[src/rtl/watch_ctrl.sv]
// Stopwatch sequencing core: run/pause FSM, tick prescaler,
// 32-bit elapsed-time counter and a ten-entry lap buffer.
module watch_ctrl #(
    parameter int unsigned TICK_DIV = 100
) (
    input  logic        iPCLK,
    input  logic        iPRESETn,
    input  logic        iWATCH_START,
    input  logic        iWATCH_STOP,
    input  logic        iWATCH_RESET,
    input  logic        iWATCH_STORE,
    output logic [31:0] oCURR_TIME,
    output logic [31:0] oTIME_LAP0,
    output logic [31:0] oTIME_LAP1,
    output logic [31:0] oTIME_LAP2,
    output logic [31:0] oTIME_LAP3,
    output logic [31:0] oTIME_LAP4,
    output logic [31:0] oTIME_LAP5,
    output logic [31:0] oTIME_LAP6,
    output logic [31:0] oTIME_LAP7,
    output logic [31:0] oTIME_LAP8,
    output logic [31:0] oTIME_LAP9,
    output logic [3:0]  oLAP_CNT,
    output logic        oLAP_FULL,
    output logic        oRUNNING
);

    localparam int PW = (TICK_DIV > 1) ? $clog2(TICK_DIV) : 1;
    localparam logic [PW-1:0] PMAX = PW'(TICK_DIV - 1);
    localparam logic [3:0] NLAP = 4'd10;

    typedef enum logic [1:0] {
        ST_IDLE,
        ST_RUN,
        ST_PAUSE
    } state_t;

    state_t        r_state;
    state_t        w_next;
    logic          r_prev_start;
    logic          r_prev_stop;
    logic          r_prev_rst;
    logic          r_prev_store;
    logic [PW-1:0] r_presc;
    logic [31:0]   r_curr_time;
    logic [31:0]   r_lap [10];
    logic [3:0]    r_lap_cnt;

    logic w_start;
    logic w_stop;
    logic w_rst;
    logic w_store;
    logic w_count;
    logic w_tick;
    logic w_store_ok;

    assign w_start = iWATCH_START & ~r_prev_start;
    assign w_stop  = iWATCH_STOP  & ~r_prev_stop;
    assign w_rst   = iWATCH_RESET & ~r_prev_rst;
    assign w_store = iWATCH_STORE & ~r_prev_store;

    // A stop edge freezes the prescaler so a resume continues the partial tick.
    assign w_count = (r_state == ST_RUN) & ~w_rst & ~w_stop;
    assign w_tick  = w_count & (r_presc == PMAX);

    assign w_store_ok = w_store & ~w_rst
                      & (r_state != ST_IDLE)
                      & (r_lap_cnt < NLAP);

    always_comb begin
        w_next = r_state;
        if (w_rst) begin
            w_next = ST_IDLE;
        end else begin
            unique case (r_state)
                ST_IDLE:  if (w_start) w_next = ST_RUN;
                ST_RUN:   if (w_stop)  w_next = ST_PAUSE;
                ST_PAUSE: if (w_start) w_next = ST_RUN;
                default:  w_next = ST_IDLE;
            endcase
        end
    end

    always_ff @(posedge iPCLK or negedge iPRESETn) begin
        if (!iPRESETn) begin
            r_state      <= ST_IDLE;
            r_prev_start <= 1'b0;
            r_prev_stop  <= 1'b0;
            r_prev_rst   <= 1'b0;
            r_prev_store <= 1'b0;
        end else begin
            r_state      <= w_next;
            r_prev_start <= iWATCH_START;
            r_prev_stop  <= iWATCH_STOP;
            r_prev_rst   <= iWATCH_RESET;
            r_prev_store <= iWATCH_STORE;
        end
    end

    always_ff @(posedge iPCLK or negedge iPRESETn) begin
        if (!iPRESETn) begin
            r_presc     <= '0;
            r_curr_time <= '0;
            r_lap_cnt   <= '0;
            for (int i = 0; i < 10; i++) r_lap[i] <= '0;
        end else if (w_rst) begin
            r_presc     <= '0;
            r_curr_time <= '0;
            r_lap_cnt   <= '0;
            for (int i = 0; i < 10; i++) r_lap[i] <= '0;
        end else begin
            if (w_tick) begin
                r_presc     <= '0;
                r_curr_time <= r_curr_time + 32'd1;
            end else if (w_count) begin
                r_presc <= r_presc + PW'(1);
            end
            // Lap captures the pre-edge time, before any same-edge increment.
            if (w_store_ok) begin
                r_lap_cnt <= r_lap_cnt + 4'd1;
                for (int i = 0; i < 10; i++) begin
                    if (r_lap_cnt == 4'(i)) r_lap[i] <= r_curr_time;
                end
            end
        end
    end

    assign oCURR_TIME = r_curr_time;
    assign oTIME_LAP0 = r_lap[0];
    assign oTIME_LAP1 = r_lap[1];
    assign oTIME_LAP2 = r_lap[2];
    assign oTIME_LAP3 = r_lap[3];
    assign oTIME_LAP4 = r_lap[4];
    assign oTIME_LAP5 = r_lap[5];
    assign oTIME_LAP6 = r_lap[6];
    assign oTIME_LAP7 = r_lap[7];
    assign oTIME_LAP8 = r_lap[8];
    assign oTIME_LAP9 = r_lap[9];
    assign oLAP_CNT   = r_lap_cnt;
    assign oLAP_FULL  = (r_lap_cnt == NLAP);
    assign oRUNNING   = (r_state == ST_RUN);

endmodule

[config.mk]
export PLATFORM = sky130hd
export DESIGN_NAME = watch_ctrl
export DESIGN_NICKNAME = d
export VERILOG_FILES = /design/src/rtl/watch_ctrl.sv
export SDC_FILE = /design/constraint.sdc
export NUM_CORES = 1
export LEC_CHECK = 0
export ABC_AREA = 1
export ABC_CLOCK_PERIOD_IN_PS = 1400
export CAP_MARGIN = 20
export CORE_MARGIN = 4
export CORE_UTILIZATION = 30
export DETAILED_ROUTE_END_ITERATION = 8
export PLACE_DENSITY_LB_ADDON = 0.3
export SKIP_CTS_REPAIR_TIMING = 1
export SYNTH_ARGS = -nofsm -noshare
export SYNTH_HDL_FRONTEND = slang
export SYNTH_SLANG_ARGS = --single-unit
[constraint.sdc]
create_clock -name iPCLK -period 1.4 [get_ports iPCLK]
set_input_delay 0.21 -clock iPCLK [delete_from_list [all_inputs] [get_ports iPCLK]]
set_output_delay 0.21 -clock iPCLK [all_outputs]
set_load 0.005 [all_outputs]
==> results of run 1 <==
## routing by layer
metal | vias to the layer above | GRT usage
met5 | - | 0
met4 | 0 | 0.0623
met3 | 129 | 0.0395
met2 | 548 | 0.312
met1 | 6949 | 0.254
li1 | 6710 | -
## cell usage after synthesis (all sizes together)
library cell,count
clkbuf,7
o21a,2
xor2,1
nor2,119
o21ai,352
nand4,8
dfrtp,369
ha,6
nand2,434
nand3b,3
a21oi,17
nand3,46
buf,68
nor3,6
inv,357
and2,1
## critical path, cell delays in order (launching register included)
cell       delay, ns
dfrtp_2         0.45
o21ai_2         0.20
nand2_4         0.11
clkbuf_16       0.18
o21ai_4         0.25
buf_4           0.17
clkbuf_16       0.14
o21ai_0         0.09
## stage by stage
| stage | cell area (sq um) | setup TNS, ns | setup WS (ns) | total power [uW] | util |
|---|---|---|---|---|---|
| final | 25000 | -134.93 | -0.309 | 25300 | 0.488 |
| after global routing | 25000 | -175.66 | -0.393 | 26100 | 0.488 |
| after CTS | 22900 | -181.64 | -0.810 | 24700 | 0.448 |
| after detailed placement | 21500 | -188.25 | -0.614 | 13000 | 0.419 |
| after global placement | 21500 | -173.41 | -0.574 | 12900 | 0.419 |
| after floorplan | 15600 | -23.78 | -0.0871 | 12000 | - |
## power groups by stage
| stage | sequential, uW | combinational, uW | clock (uW) |
|---|---|---|---|
| 6_report | 10800 | 2720 | 11800 |
| 5_1_grt | 10800 | 2950 | 12400 |
| 4_1_cts | 10800 | 1970 | 12000 |
| 3_5_place_dp | 11000 | 1960 | 0 |
| 3_3_place_gp | 11000 | 1930 | 0 |
| 2_1_floorplan | 11000 | 947 | 0 |
## final timing paths
| check | to | startpoint |
|---|---|---|
| worst max-delay path | oTIME_LAP0[5] | oLAP_CNT[1] |
| max in group asynchronous | oTIME_LAP0[28] | iPRESETn |
| worst min-delay path | oTIME_LAP4[19] | iPRESETn |
| worst max register to register | oTIME_LAP0[5] | oLAP_CNT[1] |
| min in group iPCLK | r_prev_start | iWATCH_START |
| worst min register to register | oTIME_LAP7[10] | oTIME_LAP7[10] |
## registers in the layout (all words and copies together) (netlist names)
register,flops
oTIME_LAP9,32
oTIME_LAP8,32
oTIME_LAP2,32
r_state,2
oCURR_TIME,32
oTIME_LAP7,32
r_prev_rst,1
r_prev_stop,1
oLAP_CNT,4
oTIME_LAP1,32
oTIME_LAP6,32
oTIME_LAP5,32
oTIME_LAP4,32
oTIME_LAP3,32
r_presc,7
oTIME_LAP0,32
r_prev_start,1
r_prev_store,1
## layout make-up
type	count	area share
Sequential cell	369	0.370
Timing Repair Buffer	622	0.289
Multi-Input combinational cell	995	0.195
Inverter	357	0.0537
Clock buffer	59	0.0479
Tap cell	680	0.0340
Clock inverter	15	0.0103
## cell families after synthesis
family,count (synthesis),synth area share
flops,369,0.596
fa+ha+maj,6,0.00485
compound gates,371,0.126
simple gates,617,0.157
buf+inv,432,0.116
xor+xnor,1,0.000565
==> summary.md, run 1 <==
| Metric | Value |
|---|---|
| Outcome | complete, but fails checks |
| Failing checks | setup timing |
| Setup Viol. Count Final | 615 |
| Cell variety after synth | 27 |
| Top sig layer | met4 |
| DR pass1 iterations | 5 |
| Most common cell after layout, fill and taps aside | nand2_1 |
| Placeable Area | 51200 sq um |
| Sequential area share after synthesis | 0.596 |
| CTS tree | built |
| CTS H-tree depth | 2 |
| Initial Util | 0.303 |
| Routed WL | 61900 microns |
| Crit path kind | flop to flop |
| Logic pwr share | 0.108 |
| Internal | 19200 uW |
| Placed cell count | 2932 |
| Antenna violations before repair | 0 |
| First-pass GRT wire length | 82000 microns |
| Reg clk slew, reported paths | 0.06 ns |
| Sink Count | 369 |
| Pin count of the biggest net entering global routing | 71 |
| DR DRC count | 0 |
| RSZ-0062 raised after global routing | true |
| Die area | 55300 sq um |
| Syn nets | 1808 |
| Syn_area_per_cell | 8.63 sq um |
| Minimum clock period after layout | 1.71 ns |
| #FFs+latches synth | 369 |
| # fillers | 4646 |
| CP arrival | approximately 2.1 ns |
| Routed via count | about 14000 |
| Synthesized area | 15500 sq um |
| Commonest non-fill, non-tap cells in the layout | 402 x nand2_1, 358 x dfrtp_1, 351 x inv_1 |
| Via density | 4.63 |
| Hold WC Path Type | input port to async pin |
| Reg2Reg Setup Slack | -0.31 ns |
| Max clock buf depth | 3 |
| Sequential cell area | 9250 sq um |
| Final hold vios | 0 |
| Peak supply drop | 0.708 mV |
| Placer Congestion | 0.896 |
| DR WL met2 | 29300 microns |
| Worst-margin pin slew | about 0.42 ns |
| Antenna Nets Post-Route | 0 |
| Wl on met1 | ~26000 microns |
| Crit start category | flop |
| Root Driver | clkbuf_16 |
| Max-slew headroom | 0.722 |
| Row cnt | 83 |
| CP Capture Type | flop |
| Chip height | 235 microns |
| PnR worst setup slack | -0.309 ns |
| Leakage | 0.0123 uW |
| Gr usage total | 0.190 |
| Worst Path Max Fanout | 12 |
| WHS | 0.102 ns |
| Mapped Cells | between 1500 and 2000 |
| F_max | around 0.59 GHz |
| Pwr Density | roughly 1000 nW/um^2 |
| Die W | 235 microns |
| DP HPWL | 38900 microns |
| Share of the synthesized area in the top cell type | 0.596 |
| Fin nets | 2398 |
| Area of the multi-input gates | 4870 sq um |
| Net Sw Frac | 0.243 |
| CTS buffer count | between 40 and 50 |
| WL/cell | 20.0 microns |
| Final period util | 1.22 |
| Number of global-route vias before repair | ~13000 |
| Clk_skew | 0.0181 ns |
| Remaining Overflow, GRT | 0 |
| Share of cells above drive strength 1 | 0.197 |
| Max cap viols | 0 |
| Worst Path Required | 1.82 ns |
| Met3 wire length | 3960 microns |
| # diodes | 0 |
| Initial DRC count | 1011 |
| Clock share of power | 0.465 |
| Worst reg2reg path depth | 7 |
| Yosys warns | 0 |
| Fin cells | roughly 3100 |
| Flop pwr share | 0.428 |
| Clk_lat worst skew | approximately 0.56 ns |
| Port Buffers | 363 |
| Io pins | 364 |
| P_sw | 6140 uW |
| Slew Limit Fails | 0 |
| Area contributors post-synth | dfrtp_1 60%, nand2_1 10%, o21ai_0 10%, inv_1 8.6%, nor2_1 2.8% |
| Area Growth Syn to Fin | 61.3% |
| Yosys top cell by area | dfrtp_1 |
No activity file was read; power rests on OpenSTA's default activity.
==> run 2, diff against run 1 <==
--- a/config.mk
+++ b/config.mk
@@ -8,7 +8,7 @@
 export ABC_AREA = 1
 export ABC_CLOCK_PERIOD_IN_PS = 1400
 export CAP_MARGIN = 20
-export CORE_MARGIN = 4
+export CORE_MARGIN = 8
 export CORE_UTILIZATION = 30
 export DETAILED_ROUTE_END_ITERATION = 8
 export PLACE_DENSITY_LB_ADDON = 0.3
==> run 2 against run 1 <==
The flow still finishes with violations (setup timing); global-route usage shrank 0.55 points; clock-buffer cell count down 2; cell count grew 0.84%; sequential share of layout area shrank 1.8 points; combinational power grew 33%; critical path type unchanged; largest cell class unchanged; largest power group unchanged.
==> summary.md, run 2 (synthesis results as in run 1) <==
| Metric | Value |
|---|---|
| Outcome | complete, but fails checks |
| Failing checks | setup timing |
| Die W | 243 microns (+3.4%) |
| Final hold vios | 0 (unchanged) |
| Crit path top cell by count | buf_12 |
| Crit-path cells | o21ai_2 -> nand2_4 -> buf_12 -> buf_6 -> o21ai_4 -> buf_12 -> buf_4 -> nand2_1 -> o21ai_0 |
| Routed WL | 69800 microns (+13%) |
| Routing usage on met3 | 0.0451 (+0.00560) |
| Setup Viol. Count Final | 684 (+11%) |
| CTS H-tree depth | 2 (unchanged) |
| M1 GR Usage | 0.234 (-0.0201) |
| Die area | 59200 sq um (+6.9%) |
| Worst reg2reg path depth | 9 (+2) |
| RSZ-0062 raised after global routing | true |
| DP HPWL | 40700 microns (+4.5%) |
| DR pass1 iterations | 5 (unchanged) |
| R2r startpoint | oLAP_CNT[1] |
| Minimum clock period after layout | 1.86 ns (+0.147 ns) |
| Routed via count | 14900 (+3.8%) |
| F_max | 0.539 GHz (-7.9%) |
| Area Growth Syn to Fin | 69.8% |
| Reg2Reg Setup Slack | -0.46 ns (-0.15 ns) |
| Share of cells above drive strength 1 | 0.293 (+0.0966) |
| Commonest non-fill, non-tap cells in the layout | 354 x dfrtp_1, 350 x inv_1, 306 x clkdlybuf4s50_1 |
| Most common cell after layout, fill and taps aside | dfrtp_1 |
| Initial Util | 0.303 (unchanged) |
| Hold_sp | iWATCH_START |
| Final period util | 1.33 (+0.105) |
| Max cap viols | 0 (unchanged) |
| PnR worst setup slack | -0.456 ns (-0.147 ns) |
| Remaining Overflow, GRT | 0 (unchanged) |
| Initial DRC count | 1098 (+8.6%) |
| Via density | 4.76 (+2.9%) |
| Hold Path Stages | 1 |
| CTS tree | built |
| Hold Path Sink | r_prev_start |
| Clk_skew | 0.0293 ns (+0.0112 ns) |
| Placeable Area | 51200 sq um (unchanged) |
| Slew Limit Fails | 0 (unchanged) |
| Gr usage total | 0.185 (-0.00553) |
| Antenna Nets Post-Route | 0 (unchanged) |
| Row cnt | 83 (unchanged) |
| Root Driver | clkbuf_16 |
| Worst-margin pin slew | 0.749 ns (+0.332 ns) |
| Hold WC Path Type | input port to flop |
| CP peak stage delay | 0.46 ns (about the same) |
| Met2 capacity usage during global routing | 0.304 (-0.00795) |
| Reg2Reg Capture Point | oTIME_LAP0[12] |
| WHS | 0.119 ns (+0.0167 ns) |
| Leakage | 0.0120 uW (-3.1%) |
| Chip height | 243 microns (+3.4%) |
| Final Cell Area | 26300 sq um (+5.3%) |
| Port Buffers | 363 (unchanged) |
| # diodes | 0 (unchanged) |
| Max clock buf depth | 3 (unchanged) |
| Antenna violations before repair | 0 (unchanged) |
| Number of global-route vias before repair | 13500 (+1.2%) |
| Slowest library cell on the worst path | dfrtp_2 |
| CP arrival | 2.33 ns (+0.20 ns) |
| Setup WS pre-CTS | -0.786 ns (-0.171 ns) |
| Worst Path Max Fanout | 5 (-7) |
| Pwr Density | 1010 nW/um^2 (-0.41%) |
| Clk_lat worst skew | 0.58 ns (+0.02 ns) |
| Busiest layer in global routing | met2 |
| WL/cell | 22.4 microns (+12%) |
| CTS buffer count | 43 (+4.9%) |
| First-pass GRT wire length | 84600 microns (+3.2%) |
| Worst Path Required | 1.87 ns (+0.05 ns) |
| Io pins | 364 (unchanged) |
| Placer Congestion | 0.842 (-6.1%) |
| Dpl cell area | 21400 sq um (-0.15%) |
| Pin count of the biggest net entering global routing | 67 (-5.6%) |
| Crit start category | flop |
| CP Capture Type | flop |
| DR DRC count | 0 (unchanged) |
| Peak supply drop | 0.732 mV (+3.3%) |
| PnR Total Power | 26500 uW (+4.9%) |
| Reg clk slew, reported paths | 0.06 ns (about the same) |
| Sink Count | 369 (unchanged) |
| Fin nets | 2424 (+1.1%) |
| Max-slew headroom | 0.500 (-0.222) |
| Crit path kind | flop to flop |
## run 2: cell count changes in the layout (fill, tap and decap cells not counted), sizes merged
cell           delta
dlymetal6s2s     -79
bufinv            -1
clkinvlp          +1
clkinv            +3
clkbuf           +21
clkdlybuf4s50    +66
buf              +14
inv               +1
## run 2: final cells by class
type,count,area (sq um)
clock buffers,57,1230
flip-flops and latches,369,9250
repair buffers,646,7610
well taps,680,851
multi-input cells,995,5750
fillers,4535,24900
inverters,357,1340
clock inverters,19,273
## run 2: per-stage QoR
step / instances / util / setup TNS [ns]
2_1_floorplan: 1796 / - / -23.78
3_3_place_gp: 2926 / 0.419 / -228.59
3_5_place_dp: 2926 / 0.419 / -229.14
4_1_cts: 3002 / 0.448 / -233.13
5_1_grt: 3123 / 0.514 / -233.83
6_report: 3123 / 0.514 / -198.59
## run 2: worst max-delay path: cells and delay by family, from the launching register on
kind	cells	cell delay, ns
AO/OA/AOI/OAI	3	0.57
buffers and inverters	4	0.56
flip-flops	1	0.46
AND/OR/NAND/NOR	2	0.15
## run 2: metal layers
metal  vias up  wire [microns]
met5         -               0
met4         0            2910
met3       151            4910
met2       615           33600
met1      7342           28300
li1       6772               -
## run 2: worst max-delay path by stage
stage / end / from / slack (ns) / cells after the start
after global placement: oTIME_LAP7[28] / iWATCH_STORE / -0.77 / 10
after floorplan: oTIME_LAP4[3] / oLAP_CNT[2] / -0.09 / 8
after global routing: oTIME_LAP9[22] / r_prev_store / -0.52 / 11
final: oTIME_LAP0[12] / oLAP_CNT[1] / -0.46 / 9
after detailed placement: oTIME_LAP7[14] / iWATCH_STORE / -0.79 / 10
after CTS: oLAP_FULL / oLAP_CNT[0] / -0.90 / 5
## run 2: power by group
| part | switching (uW) | internal (uW) |
|---|---|---|
| Clock | 4790 | 7290 |
| Combinational | 1980 | 1650 |
| Sequential | 76.7 | 10800 |
==> run 3, diff against run 2 <==
--- a/config.mk
+++ b/config.mk
@@ -8,7 +8,6 @@
 export ABC_AREA = 1
 export ABC_CLOCK_PERIOD_IN_PS = 1400
 export CAP_MARGIN = 20
-export CORE_MARGIN = 8
 export CORE_UTILIZATION = 30
 export DETAILED_ROUTE_END_ITERATION = 8
 export PLACE_DENSITY_LB_ADDON = 0.3
==> run 3 against run 2 <==
The flow still finishes with violations (setup timing); clock power shrank 5%; hold slack worse by 0.030 ns; flip-flop and latch count unchanged; combinational power is 38% lower; sequential share of layout area up 3.4 points; clock-buffer cell count is 3 higher; register-to-register slack gained 0.14 ns; critical path depth shrank 4.
==> summary.md, run 3 (synthesis results as in run 1) <==
| Metric | Value |
|---|---|
| Routed WL | 56800 microns (-19%) |
| Slowest library cell on the worst path | dfrtp_1 |
| Crit path kind | flop to output pin |
| Flop pwr share | 0.440 (+0.032) |
| PnR worst setup slack | -0.312 ns (+0.145 ns) |
| Die area | 52600 sq um (-11%) |
| Placeable Area | 50600 sq um (-1.2%) |
| P_sw | 6120 uW (-11%) |
| Slew Limit Fails | 0 (unchanged) |
| Max-slew headroom | 0.690 (+0.190) |
| Final hold vios | 0 (unchanged) |
| Crit-path cells | inv_2 -> ha_2 -> inv_1 -> nor3_2 -> buf_2 |
| CTS tree | built |
| Area Growth Syn to Fin | 54.9% |
| Buf/Inv on CP | 3 (-1) |
| Die W | 229 microns (-5.8%) |
| Delay-heaviest family, CP | flip-flops |
| Final period util | 1.22 (-0.103) |
| Io pins | 364 (unchanged) |
| Setup WS pre-CTS | -0.603 ns (+0.183 ns) |
| CP arrival | 1.50 ns (-0.83 ns) |
| Initial Util | 0.306 (+0.00369) |
| CTS buffer count | 43 (unchanged) |
| Commonest non-fill, non-tap cells in the layout | 421 x nand2_1, 360 x dfrtp_1, 353 x inv_1 |
| Clk_skew | 0.0179 ns (-0.0114 ns) |
| Clk_lat worst skew | 0.57 ns (about the same) |
| Final Cell Area | 24000 sq um (-8.8%) |
| Net Sw Frac | 0.249 (-0.00876) |
| Most common cell after layout, fill and taps aside | nand2_1 |
| DR pass1 iterations | 5 (unchanged) |
| Gr usage total | 0.202 (+0.0166) |
| First-pass GRT wire length | 80900 microns (-4.4%) |
| Antenna violations before repair | 0 (unchanged) |
| Pwr Density | 1020 nW/um^2 (+1.6%) |
| Placer Congestion | 0.885 (+5.2%) |
| DP HPWL | 38000 microns (-6.6%) |
| Worst Path Max Fanout | 3 (-2) |
| Remaining Overflow, GRT | 0 (unchanged) |
| Port Buffers | 363 (unchanged) |
| Outcome | complete, but fails checks |
| Root Driver | clkbuf_16 |
| DR DRC count | 0 (unchanged) |
| CP Capture Type | output pin |
| Failing checks | setup timing |
| Chip height | 229 microns (-5.8%) |
| Minimum clock period after layout | 1.71 ns (-0.145 ns) |
| Worst Path Required | 1.19 ns (-0.68 ns) |
| Share of cells above drive strength 1 | 0.179 (-0.114) |
| Reg clk slew, reported paths | 0.06 ns (about the same) |
| Max cap viols | 0 (unchanged) |
| Fin nets | 2370 (-2.2%) |
| Setup TNS | -140.66 ns (+57.93 ns) |
| Row cnt | 82 (-1.2%) |
| CTS H-tree depth | 2 (unchanged) |
| RSZ-0062 raised after global routing | true |
| Worst-margin pin slew | 0.464 ns (-0.285 ns) |
| Dpl cell area | 21300 sq um (-0.46%) |
| Antenna Nets Post-Route | 0 (unchanged) |
| Number of global-route vias before repair | 13300 (-1.4%) |
| Internal | 18500 uW (-6.3%) |
| F_max | 0.584 GHz (+8.5%) |
| Clock share of power | 0.469 (+0.014) |
| CP peak stage delay | 0.39 ns (-0.07 ns) |
| Initial DRC count | 1004 (-8.6%) |
| Routed via count | 14000 (-6.0%) |
| Pin count of the biggest net entering global routing | 67 (unchanged) |
| WL/cell | 18.6 microns (-17%) |
| Setup Viol. Count Final | 627 (-8.3%) |
| Crit start category | flop |
| Sink Count | 369 (unchanged) |
| Hold WC Path Type | input port to async pin |
| Via density | 4.57 (-4.1%) |
| # diodes | 0 (unchanged) |
| Leakage | 0.0115 uW (-3.7%) |
| PnR Total Power | 24600 uW (-7.4%) |
| Max clock buf depth | 3 (unchanged) |
| Peak supply drop | 0.809 mV (+11%) |
| Logic pwr share | 0.091 (-0.046) |
## run 3: cell types whose count changed in the layout (fill, tap and decap cells not counted), moves of 14 or more
cell and change:
o21ai_1 -78, nand2_4 -65, buf_12 -20, nand2_1 +145, o21ai_2 -93, buf_4 +23, buf_6 -14, clkdlybuf4s50_1 -57
nand2_2 -80, clkbuf_16 -37, dlymetal6s2s_1 +61, o21ai_0 +173
## run 3: final cells by class
class | instances | area, sq um
repair buffers | 592 | 6330
clock inverters | 17 | 205
inverters | 357 | 1350
well taps | 672 | 841
multi-input cells | 995 | 4780
flip-flops and latches | 369 | 9250
fillers | 4699 | 26600
clock buffers | 60 | 1250
## run 3: per-stage QoR
| step | util | hold slack [ns] | std cells |
|---|---|---|---|
| floorplan | - | -0.0856 | 1796 |
| detailed placement | 0.422 | 0.0899 | 2923 |
| finish | 0.474 | 0.0887 | 3062 |
| CTS | 0.451 | -0.520 | 3000 |
| global placement | 0.422 | 0.0886 | 2923 |
| global route | 0.474 | 0.0885 | 3062 |
## run 3: worst paths after layout
kind | cells past startpoint | slack, ns | startpoint | end
max | 5 | -0.31 | oLAP_CNT[0] | oLAP_FULL
min | 2 | 0.09 | iPRESETn | oTIME_LAP1[17]
max reg2reg | 8 | -0.31 | oLAP_CNT[1] | oTIME_LAP5[27]
min reg2reg | 2 | 0.48 | oTIME_LAP3[0] | oTIME_LAP3[0]
max in group asynchronous | 3 | 0.62 | iPRESETn | oCURR_TIME[8]
min in group iPCLK | 1 | 0.12 | iWATCH_STOP | r_prev_stop
## run 3: power groups by stage
stage / sequential [uW] / clock, uW / combinational [uW]
after floorplan: 11000 / 0 / 947
after global placement: 11000 / 0 / 1900
after detailed placement: 11000 / 0 / 1930
after CTS: 10800 / 11800 / 1940
after global routing: 10800 / 12200 / 2450
final: 10800 / 11500 / 2230
## run 3: layer usage
| layer | wire length, microns | vias to the layer above | GRT usage |
|---|---|---|---|
| li1 | - | 6643 | - |
| met1 | 25100 | 6789 | 0.270 |
| met2 | 27200 | 453 | 0.331 |
| met3 | 2660 | 104 | 0.0319 |
| met4 | 1860 | 0 | 0.0688 |
| met5 | 0 | - | 0 |
